## src/rtl/dcache_port_arbiter_pkg.sv

```systemverilog
// Shared types for the data-cache port arbiter: write-back buffer entry and arbiter FSM state.
package dcache_port_arbiter_pkg;

    // Default payload widths; the top builds its own entry type from its parameters.
    localparam int unsigned WB_ADDR_BITS  = 32;
    localparam int unsigned WB_DATA_WIDTH = 32;
    localparam int unsigned WB_MICROOP    = 5;

    typedef struct packed {
        logic [WB_ADDR_BITS-1:0]  addr;
        logic [WB_MICROOP-1:0]    microop;
        logic [WB_DATA_WIDTH-1:0] data;
    } wb_entry_t;

    typedef enum logic {
        ARB_NORMAL = 1'b0,
        ARB_DRAIN  = 1'b1
    } arb_state_e;

endpackage

```

## src/rtl/dcache_port_arbiter_wb_fifo.sv

```systemverilog
// Circular write-back buffer of committed stores. Head entry is visible combinationally;
// full and empty come from an occupancy counter one bit wider than the pointers.
module wb_fifo
    import dcache_port_arbiter_pkg::*;
#(
    parameter int unsigned DEPTH   = 4,
    parameter type         entry_t = wb_entry_t
) (
    input  logic                   clk,
    input  logic                   rst_n,
    input  logic                   push,
    input  entry_t                 push_data,
    input  logic                   pop,
    output entry_t                 head,
    output logic                   full,
    output logic                   empty,
    output logic [$clog2(DEPTH):0] count
);

    localparam int unsigned PTR_W = $clog2(DEPTH);
    localparam int unsigned CNT_W = PTR_W + 1;

    entry_t             mem_q [DEPTH];
    logic [PTR_W-1:0]   wr_ptr_q, wr_ptr_d;
    logic [PTR_W-1:0]   rd_ptr_q, rd_ptr_d;
    logic [CNT_W-1:0]   count_q, count_d;
    logic               do_push, do_pop;

    assign full  = (count_q == CNT_W'(DEPTH));
    assign empty = (count_q == '0);
    assign count = count_q;
    assign head  = mem_q[rd_ptr_q];

    // Next-state for pointers and occupancy; pointers wrap naturally since DEPTH is a power of two.
    always_comb begin
        do_push  = push & ~full;
        do_pop   = pop & ~empty;
        wr_ptr_d = wr_ptr_q + PTR_W'(do_push);
        rd_ptr_d = rd_ptr_q + PTR_W'(do_pop);
        count_d  = count_q + CNT_W'(do_push) - CNT_W'(do_pop);
    end

    // Pointer and counter registers; reset empties the buffer.
    always_ff @(posedge clk or negedge rst_n) begin
        if (!rst_n) begin
            wr_ptr_q <= '0;
            rd_ptr_q <= '0;
            count_q  <= '0;
        end else begin
            wr_ptr_q <= wr_ptr_d;
            rd_ptr_q <= rd_ptr_d;
            count_q  <= count_d;
        end
    end

    // Entry storage write.
    // NOTE: storage has no reset; an entry is only ever read after being written, and the
    // reset counter already marks every slot invalid.
    always_ff @(posedge clk) begin
        if (do_push) begin
            mem_q[wr_ptr_q] <= push_data;
        end
    end

endmodule

```

## src/rtl/dcache_port_arbiter.sv

```systemverilog
// Arbitrates the single data-cache request port between LSU loads and buffered committed
// stores. Loads win by default; stores win when the buffer is full, when a store has been
// passed over STARVE_LIMIT times, or while a fence drain is in progress.
module dcache_port_arbiter
    import dcache_port_arbiter_pkg::*;
#(
    parameter int unsigned DATA_WIDTH   = 32,
    parameter int unsigned ADDR_BITS    = 32,
    parameter int unsigned R_WIDTH      = 6,
    parameter int unsigned MICROOP      = 5,
    parameter int unsigned ROB_TICKET   = 3,
    parameter int unsigned WB_DEPTH     = 4,
    parameter int unsigned STARVE_LIMIT = 3
) (
    input  logic                      clk,
    input  logic                      rst_n,
    input  logic                      flush_valid,
    input  logic                      st_commit_valid,
    input  logic [ADDR_BITS-1:0]      st_commit_addr,
    input  logic [DATA_WIDTH-1:0]     st_commit_data,
    input  logic [MICROOP-1:0]        st_commit_microop,
    output logic                      st_commit_ready,
    input  logic                      ld_req_valid,
    input  logic [ADDR_BITS-1:0]      ld_req_addr,
    input  logic [R_WIDTH-1:0]        ld_req_dest,
    input  logic [MICROOP-1:0]        ld_req_microop,
    input  logic [ROB_TICKET-1:0]     ld_req_ticket,
    output logic                      ld_req_ready,
    input  logic                      cache_blocked,
    output logic                      cache_req_valid,
    output logic                      cache_req_is_store,
    output logic [ADDR_BITS-1:0]      cache_req_addr,
    output logic [DATA_WIDTH-1:0]     cache_req_data,
    output logic [MICROOP-1:0]        cache_req_microop,
    output logic [R_WIDTH-1:0]        cache_req_dest,
    output logic [ROB_TICKET-1:0]     cache_req_ticket,
    input  logic                      fence_req,
    output logic                      fence_done,
    output logic [$clog2(WB_DEPTH):0] wb_count
);

    localparam int unsigned CNT_W    = $clog2(WB_DEPTH) + 1;
    localparam int unsigned STARVE_W = (STARVE_LIMIT > 0) ? $clog2(STARVE_LIMIT + 1) : 1;

    // Entry layout mirrors wb_entry_t but follows this instance's widths.
    typedef struct packed {
        logic [ADDR_BITS-1:0]  addr;
        logic [MICROOP-1:0]    microop;
        logic [DATA_WIDTH-1:0] data;
    } entry_t;

    entry_t              push_entry, head;
    logic                full, empty;
    logic                push, ld_cand, store_pri, grant_st, grant_ld;
    logic [CNT_W-1:0]    count_after;
    logic [STARVE_W-1:0] starve_q, starve_d;
    arb_state_e          state_q;
    logic                fence_done_q;

    assign push_entry      = '{addr: st_commit_addr, microop: st_commit_microop, data: st_commit_data};
    assign st_commit_ready = ~full;
    assign ld_req_ready    = grant_ld;
    assign cache_req_valid = grant_st | grant_ld;
    assign fence_done      = fence_done_q;

    wb_fifo #(
        .DEPTH   (WB_DEPTH),
        .entry_t (entry_t)
    ) u_wb_fifo (
        .clk       (clk),
        .rst_n     (rst_n),
        .push      (push),
        .push_data (push_entry),
        .pop       (grant_st),
        .head      (head),
        .full      (full),
        .empty     (empty),
        .count     (wb_count)
    );

    // Candidate selection, priority and grants; everything here resolves in the request cycle.
    // NOTE: combinational logic uses blocking assignments and gives every output a value up
    // front so that no path through the block leaves a latch behind.
    always_comb begin
        push        = st_commit_valid & ~full;
        ld_cand     = ld_req_valid & ~flush_valid & (state_q == ARB_NORMAL);
        store_pri   = (state_q == ARB_DRAIN) | full | (starve_q >= STARVE_W'(STARVE_LIMIT));
        grant_st    = ~cache_blocked & ~empty & (store_pri | ~ld_cand);
        grant_ld    = ~cache_blocked & ld_cand & ~grant_st;
        count_after = wb_count + CNT_W'(push) - CNT_W'(grant_st);
    end

    // Request payload mux; fields the winner does not use are driven to zero.
    always_comb begin
        cache_req_is_store = 1'b0;
        cache_req_addr     = '0;
        cache_req_data     = '0;
        cache_req_microop  = '0;
        cache_req_dest     = '0;
        cache_req_ticket   = '0;
        if (grant_st) begin
            cache_req_is_store = 1'b1;
            cache_req_addr     = head.addr;
            cache_req_data     = head.data;
            cache_req_microop  = head.microop;
        end else if (grant_ld) begin
            cache_req_addr     = ld_req_addr;
            cache_req_microop  = ld_req_microop;
            cache_req_dest     = ld_req_dest;
            cache_req_ticket   = ld_req_ticket;
        end
    end

    // Starvation counter next state: counts load wins over a waiting store, saturating.
    always_comb begin
        starve_d = starve_q;
        if (grant_st || empty) begin
            starve_d = '0;
        end else if (grant_ld && (starve_q < STARVE_W'(STARVE_LIMIT))) begin
            starve_d = starve_q + STARVE_W'(1);
        end
    end

    // Starvation counter register.
    // NOTE: sequential state uses non-blocking assignments so every flop samples pre-edge values.
    always_ff @(posedge clk or negedge rst_n) begin
        if (!rst_n) begin
            starve_q <= '0;
        end else begin
            starve_q <= starve_d;
        end
    end

    // Fence FSM: enters DRAIN while stores remain, pulses fence_done once the buffer is empty.
    always_ff @(posedge clk or negedge rst_n) begin
        if (!rst_n) begin
            state_q      <= ARB_NORMAL;
            fence_done_q <= 1'b0;
        end else begin
            fence_done_q <= 1'b0;
            unique case (state_q)
                ARB_NORMAL: begin
                    if (fence_req) begin
                        if (count_after != '0) begin
                            state_q <= ARB_DRAIN;
                        end else begin
                            fence_done_q <= 1'b1;
                        end
                    end
                end
                ARB_DRAIN: begin
                    if (count_after == '0) begin
                        state_q      <= ARB_NORMAL;
                        fence_done_q <= 1'b1;
                    end
                end
                default: state_q <= ARB_NORMAL;
            endcase
        end
    end

endmodule

```

## config.mk

```make
export PLATFORM = sky130hd
export DESIGN_NAME = dcache_port_arbiter
export DESIGN_NICKNAME = d
export VERILOG_FILES = /design/src/rtl/dcache_port_arbiter_pkg.sv /design/src/rtl/dcache_port_arbiter_wb_fifo.sv /design/src/rtl/dcache_port_arbiter.sv
export SDC_FILE = /design/constraint.sdc
export NUM_CORES = 1
export LEC_CHECK = 0
export CORE_ASPECT_RATIO = 1.4
export CORE_MARGIN = 8
export CORE_UTILIZATION = 58
export CTS_BUF_LIST = sky130_fd_sc_hd__clkbuf_4
export DETAILED_ROUTE_END_ITERATION = 8
export PLACE_DENSITY = 0.95
export SYNTH_ARGS = -nofsm -noshare
export SYNTH_HDL_FRONTEND = slang
export SYNTH_SLANG_ARGS = --single-unit
```

## constraint.sdc

```tcl
create_clock -name clk -period 13.3 [get_ports clk]
set_input_delay 2.66 -clock clk [delete_from_list [all_inputs] [get_ports clk]]
set_output_delay 2.66 -clock clk [all_outputs]
set_load 0.05 [all_outputs]
```

==> Word level (Yosys, flattened, before mapping) <==
Memories as Yosys holds them, arrays and structs flattened.
Cells that the tools add are included.
{ "op_classes": {"addsub": 7, "order_cmp": 2, "eq_ne": 1, "muxes": 22, "bitwise_logic": 20, "reduce_logical": 6} }
{ "ops": {"columns": ["op", "count"], "rows": [
  ["$mux W32", 3],
  ["$mux W6", 2],
  ["$mux W5", 2],
  ["$and A1 B1 Y1", 9],
  ["$mux W1", 9],
  ["$not A1 Y1", 7],
  ["$add A3 B1 Y3", 2],
  ["$logic_not A3 Y1", 2],
  ["$mux W3", 2],
  ["$sub A3 B1 Y3", 2],
  ["$add A2 B1 Y2", 2],
  ["$mux W2", 2],
  ["$or A1 B1 Y1", 4],
  ["$pmux W1 S2", 2],
  ["$eq A3 B3 Y1 const B", 1],
  ["$reduce_bool A3 Y1", 1],
  ["$add A2 B1 Y2 const B", 1],
  ["$ge A2 B2 Y1 const B", 1],
  ["$lt A2 B2 Y1 const B", 1],
  ["$reduce_bool A2 Y1", 1],
  ["$logic_and A1 B1 Y1", 1],
  ["$logic_or A1 B1 Y1", 1]
]} }
{ "totals": {"register_bits": 11, "ram_bits": 276, "memories": 1} }
{ "memory_table": {"columns": ["name", "depth", "word_bits", "rd", "rd_clocked_by_memory_dff", "wr", "line", "source"], "rows": [
  ["u_wb_fifo.mem_q", 4, 69, 1, 0, 1, "dcache_port_arbiter_wb_fifo.sv:23", "entry_t mem_q [DEPTH];"]
]} }

==> Logic depth before layout (Yosys ltp) <==
{ "depth": {"ltp_word": 11, "mapped_depth": 10, "depth_no_buf": 8} }

==> Hierarchy <==
From an unflattened synthesis, not the netlist that was laid out.
{ "unflattened": {"cells_unflattened": 566, "area_unflattened_um2": 11737.5} }
{ "by_module_without_submodules": {"columns": ["module", "instances", "cells_per_inst", "area_each_um2", "seq_area_each_um2"], "rows": [
  ["wb_fifo", 1, 392, 10425.0, 8463.1],
  ["dcache_port_arbiter", 1, 174, 1312.5, 100.1]
]} }

==> Least setup slack after synthesis <==
No wires, ideal clock.
{ "synth_path": {"path_kind": "input -> register", "start": "in st_commit_valid", "end": "mem u_wb_fifo.mem_q[1][0] (netlist bit), enable pin", "setup_ns": 0.595, "t_arrival_ns": 7.862, "required_ns": 12.705, "path_slack_ns": 4.843, "stages": 2, "path_cell_list": "nand2_1 -> nor3b_1"} }
{ "synth_via": {"elab_chain_cells": 4} }
{ "synth_rtl": {"columns": ["item", "line", "source"], "rows": [
  ["start, declared", "dcache_port_arbiter.sv:18", "input logic st_commit_valid,"],
  ["$and A1 B1 Y1", "dcache_port_arbiter.sv:85", "push = st_commit_valid & ~full;"],
  ["$and A1 B1 Y1", "dcache_port_arbiter_wb_fifo.sv:36", "do_push = push & ~full;"],
  ["$mux W1", "dcache_port_arbiter_wb_fifo.sv:60", "if (do_push) begin"],
  ["$mux W1 (implied by the code)", "dcache_port_arbiter_wb_fifo.sv:61", "mem_q[wr_ptr_q] <= push_data;"],
  ["end, declared", "dcache_port_arbiter_wb_fifo.sv:23", null]
]} }
No other way between the ends.

==> Worst setup path after layout <==
{ "layout_path": {"start": "in cache_blocked", "end": "out cache_req_addr[23]"} }
{ "layout_via": {"elab_chain_cells": 7} }
{ "layout_rtl": {"columns": ["item", "line", "source"], "rows": [
  ["start, declared", "dcache_port_arbiter.sv:29", "input logic cache_blocked,"],
  ["$not A1 Y1 *", "dcache_port_arbiter.sv:88, dcache_port_arbiter.sv:89", null],
  ["$and A1 B1 Y1 (2 in series)", "dcache_port_arbiter.sv:88", "grant_st = ~cache_blocked & ~empty & (store_pri | ~ld_cand);"],
  ["$not A1 Y1", "dcache_port_arbiter.sv:89", "grant_ld = ~cache_blocked & ld_cand & ~grant_st;"],
  ["$and A1 B1 Y1", "dcache_port_arbiter.sv:89", null],
  ["$mux W32", "dcache_port_arbiter.sv:106", "end else if (grant_ld) begin"],
  ["$mux W32 *", "dcache_port_arbiter.sv:101", "if (grant_st) begin"],
  ["end, declared", "dcache_port_arbiter.sv:32", "output logic [ADDR_BITS-1:0] cache_req_addr,"]
]} }
Every way passes the cells marked *; elsewhere a longest branch is shown, timed or not.

==> out/metrics.yaml <==
detailed_routing:
  drt_iter0_drc: 280
  ant_nets: 0
  totalWireLength_um: 24100
  avgRoutedWirePerCell_um: 22.9
  viasPerCell: 5.70
  drt_pass1_iterations: 4
  via_count: 5995
  remaining_drc_errors: 0
synth:
  ys_seq_area_share_pct: 76.0
  synth_cells: 509
  synth.area.top_cells: "edfxtp_1 74%, mux4_2 14%, a22o_1 3.0%"
  synth_enable_flop_cells: 276
  ys_types: 30
  yosys_warnings: 0
  syn_area_per_cell_um2: 22.1
  yosys.area.top_type: "edfxtp_1"
  ys.flop_type: "edfxtp_1"
  yosysTopAreaCellShare_pct: 73.6
  async_reset_ff_share_pct: 3.83
  syn_area_mm2: 0.0113
  synth_nets: 640
  synth_seq_cells: 287
cts:
  cts.clk_slew.worst_paths_ns: 0.06
  cts.sinks: 287
  postCtsSetupBuffers: 0
  cts_tree: "done"
  hold_buffers: 0
  htreeDepth: 3
  cts_made_buffers: 67
  insertion_delay_ns: 0.63
  post_cts_resized: 0
  cts_max_path_buffers: 3
  root_buffer: "clkbuf_4"
timing:
  holdWs_ns: 0.519
  setup_viol: 0
  period_share_pct: 63.9
  grt_setup_unrepaired: "no"
  min_period_ns: 8.50
  setup_ws_ns: 4.80
  slew_viol_final: 0
  worstMarginPinSlew_ns: 1.08
  slew_headroom_pct: 28.0
  final.setup_skew_ns: 0.0319
  hold_viol: 0
  max_freq_mhz: 118
  tns_ns: 0
global_routing:
  grt_pass1_vias: 6619
  top_usage_layer: "met2"
  grt-ovfl-total: 0
  grt_first_pass_wirelength_um: 37100
  grt_antenna_before_repair: 4
  grt_use_met2_pct: 36.6
  grtUsageTotal_pct: 20.2
  grt_use_met1_pct: 21.0
  use_met3_pct: 6.08
  grt_max_degree: 73
hold_path:
  worstHoldStart: "starve_q[1]"
  min_path_type: "reg -> reg"
floorplan:
  dieArea_mm2: 0.0242
  start_util_pct: 58.9
  rows: 60
  die_w_um: 134
  die_h_um: 181
  coreArea_mm2: 0.0191
  pin_count: 208
pwr:
  ir_worst_vdd_mv: 0.124
  p_leak_nw: 4.87
  powerDensity_mw_per_mm2: 222
run_status:
  status: "completed"
critical_path:
  r2r-start: "u_wb_fifo.count[1]"
  cp.required_ns: 10.64
  start_kind: "input port"
  cp.arrival_ns: 5.84
  crit_type: "in -> out"
  end_kind: "output pin"
  cp_max_fo: 30
  startpoint: "cache_blocked"
finish:
  fillers: 1061
  drive_gt1_share_pct: 22.1
  fin_nets: 894
  area_growth_pct: 27.3
  seqCellArea_mm2: 0.00857
  multi_input_area_mm2: 0.00249
place:
  place_ws_ns: 4.81
  place_congestion: 0.794
  dp_hpwl_um: 15500
  numPortBuffers: 207
flow_run:
  maxCapViolCount: 0
## final timing paths
path                       cells past startpoint  slack [ns]                     end
hold / removal                                 1        0.52             starve_q[1]
setup / recovery                               6        4.80      cache_req_addr[23]
hold reg to reg                                1        0.52             starve_q[1]
setup reg to reg                               4       10.32  u_wb_fifo.mem_q[1][68]
max in group asynchronous                      1       10.52   u_wb_fifo.rd_ptr_q[0]
min in group asynchronous                      1        2.39   u_wb_fifo.rd_ptr_q[1]
## placed cells by master (no fill, tap or decap), drive strengths merged
cell | synthesis | final
o311a | 2 | 2
and3b | 1 | 1
nor3b | 2 | 2
o21ai | 1 | 1
inv | 10 | 11
mux2 | 1 | 1
nand2 | 1 | 1
nor3 | 2 | 2
edfxtp | 276 | 276
or4b | 1 | 1
and2 | 42 | 42
diode | 0 | 2
o32a | 1 | 1
nand2b | 1 | 1
nor2 | 2 | 2
fa | 2 | 2
nor4 | 1 | 1
clkdlybuf4s50 | 0 | 207
dfrtp | 11 | 11
or3b | 2 | 2
clkbuf | 11 | 84
or3 | 1 | 1
and3 | 1 | 1
a22o | 38 | 38
mux4 | 69 | 69
ha | 7 | 7
clkinv | 0 | 20
xnor2 | 2 | 2
buf | 18 | 7
bufinv | 0 | 3
xor2 | 3 | 3
## critical path, cell delays in order
cell	delay [ns]
clkdlybuf4s50_1	0.45
or4b_4	0.56
and3b_1	0.70
buf_4	0.42
a22o_1	0.21
clkdlybuf4s50_1	0.82
## cells in the mapped netlist (all sizes together) (3+ instances only)
cell type / instances
inv: 10
xor2: 3
buf: 18
dfrtp: 11
and2: 42
edfxtp: 276
clkbuf: 11
a22o: 38
mux4: 69
ha: 7
## report_power, final
| part | leakage [nW] | switching (W) | total [W] | internal, W |
|---|---|---|---|---|
| registers | 2.66 | 0.000130 | 0.00133 | 0.00120 |
| logic | 1.74 | 0.000687 | 0.00119 | 0.000507 |
| clock network | 0.474 | 0.000311 | 0.000665 | 0.000354 |
| total | 4.87 | 0.00113 | 0.00319 | 0.00206 |
## flip-flops by register name, indices dropped and copies added (netlist names)
signal	count
state_q	1
u_wb_fifo.rd_ptr_q	2
starve_q	2
u_wb_fifo.mem_q	276
u_wb_fifo.count	3
u_wb_fifo.wr_ptr_q	2
fence_done	1
## cell type report
type	instances	area share [%]
diodes	2	0.0349
repair buffers	214	14.8
inverters	10	0.262
flip-flops and latches	287	59.8
clock inverters	24	1.21
clock buffers	84	4.40
multi-input cells	183	17.4
well taps	248	2.16
## metal layers
metal  routed length [um]  vias to the layer above
met4                  575                        6
met5                   28                        -
met2                13600                      236
met3                 1680                       43
met1                 8270                     3039
li1                     -                     2671
## per-stage QoR
step / cell area, um2 / util, % / std cells / total power [W]
2_1_floorplan: 11300 / - / 509 / 0.00218
3_3_place_gp: 13500 / 70.7 / 942 / 0.00251
3_5_place_dp: 13500 / 70.7 / 942 / 0.00256
4_1_cts: 14300 / 74.9 / 1050 / 0.00323
5_1_grt: 14300 / 74.9 / 1051 / 0.00333
6_report: 14300 / 74.9 / 1052 / 0.00319
## kinds of logic after synthesis
family / count (synthesis) / synth area share, %
xor gates and xnor gates: 5 / 0.389
DFF: 287 / 76.0
muxes: 70 / 13.9
buffers and inverters: 39 / 2.09
AOI/OAI and AO/OA: 42 / 3.26
and+or+nand+nor: 57 / 3.23
adders and majority gates: 9 / 1.13
No activity file was read; power rests on OpenSTA's default activity.
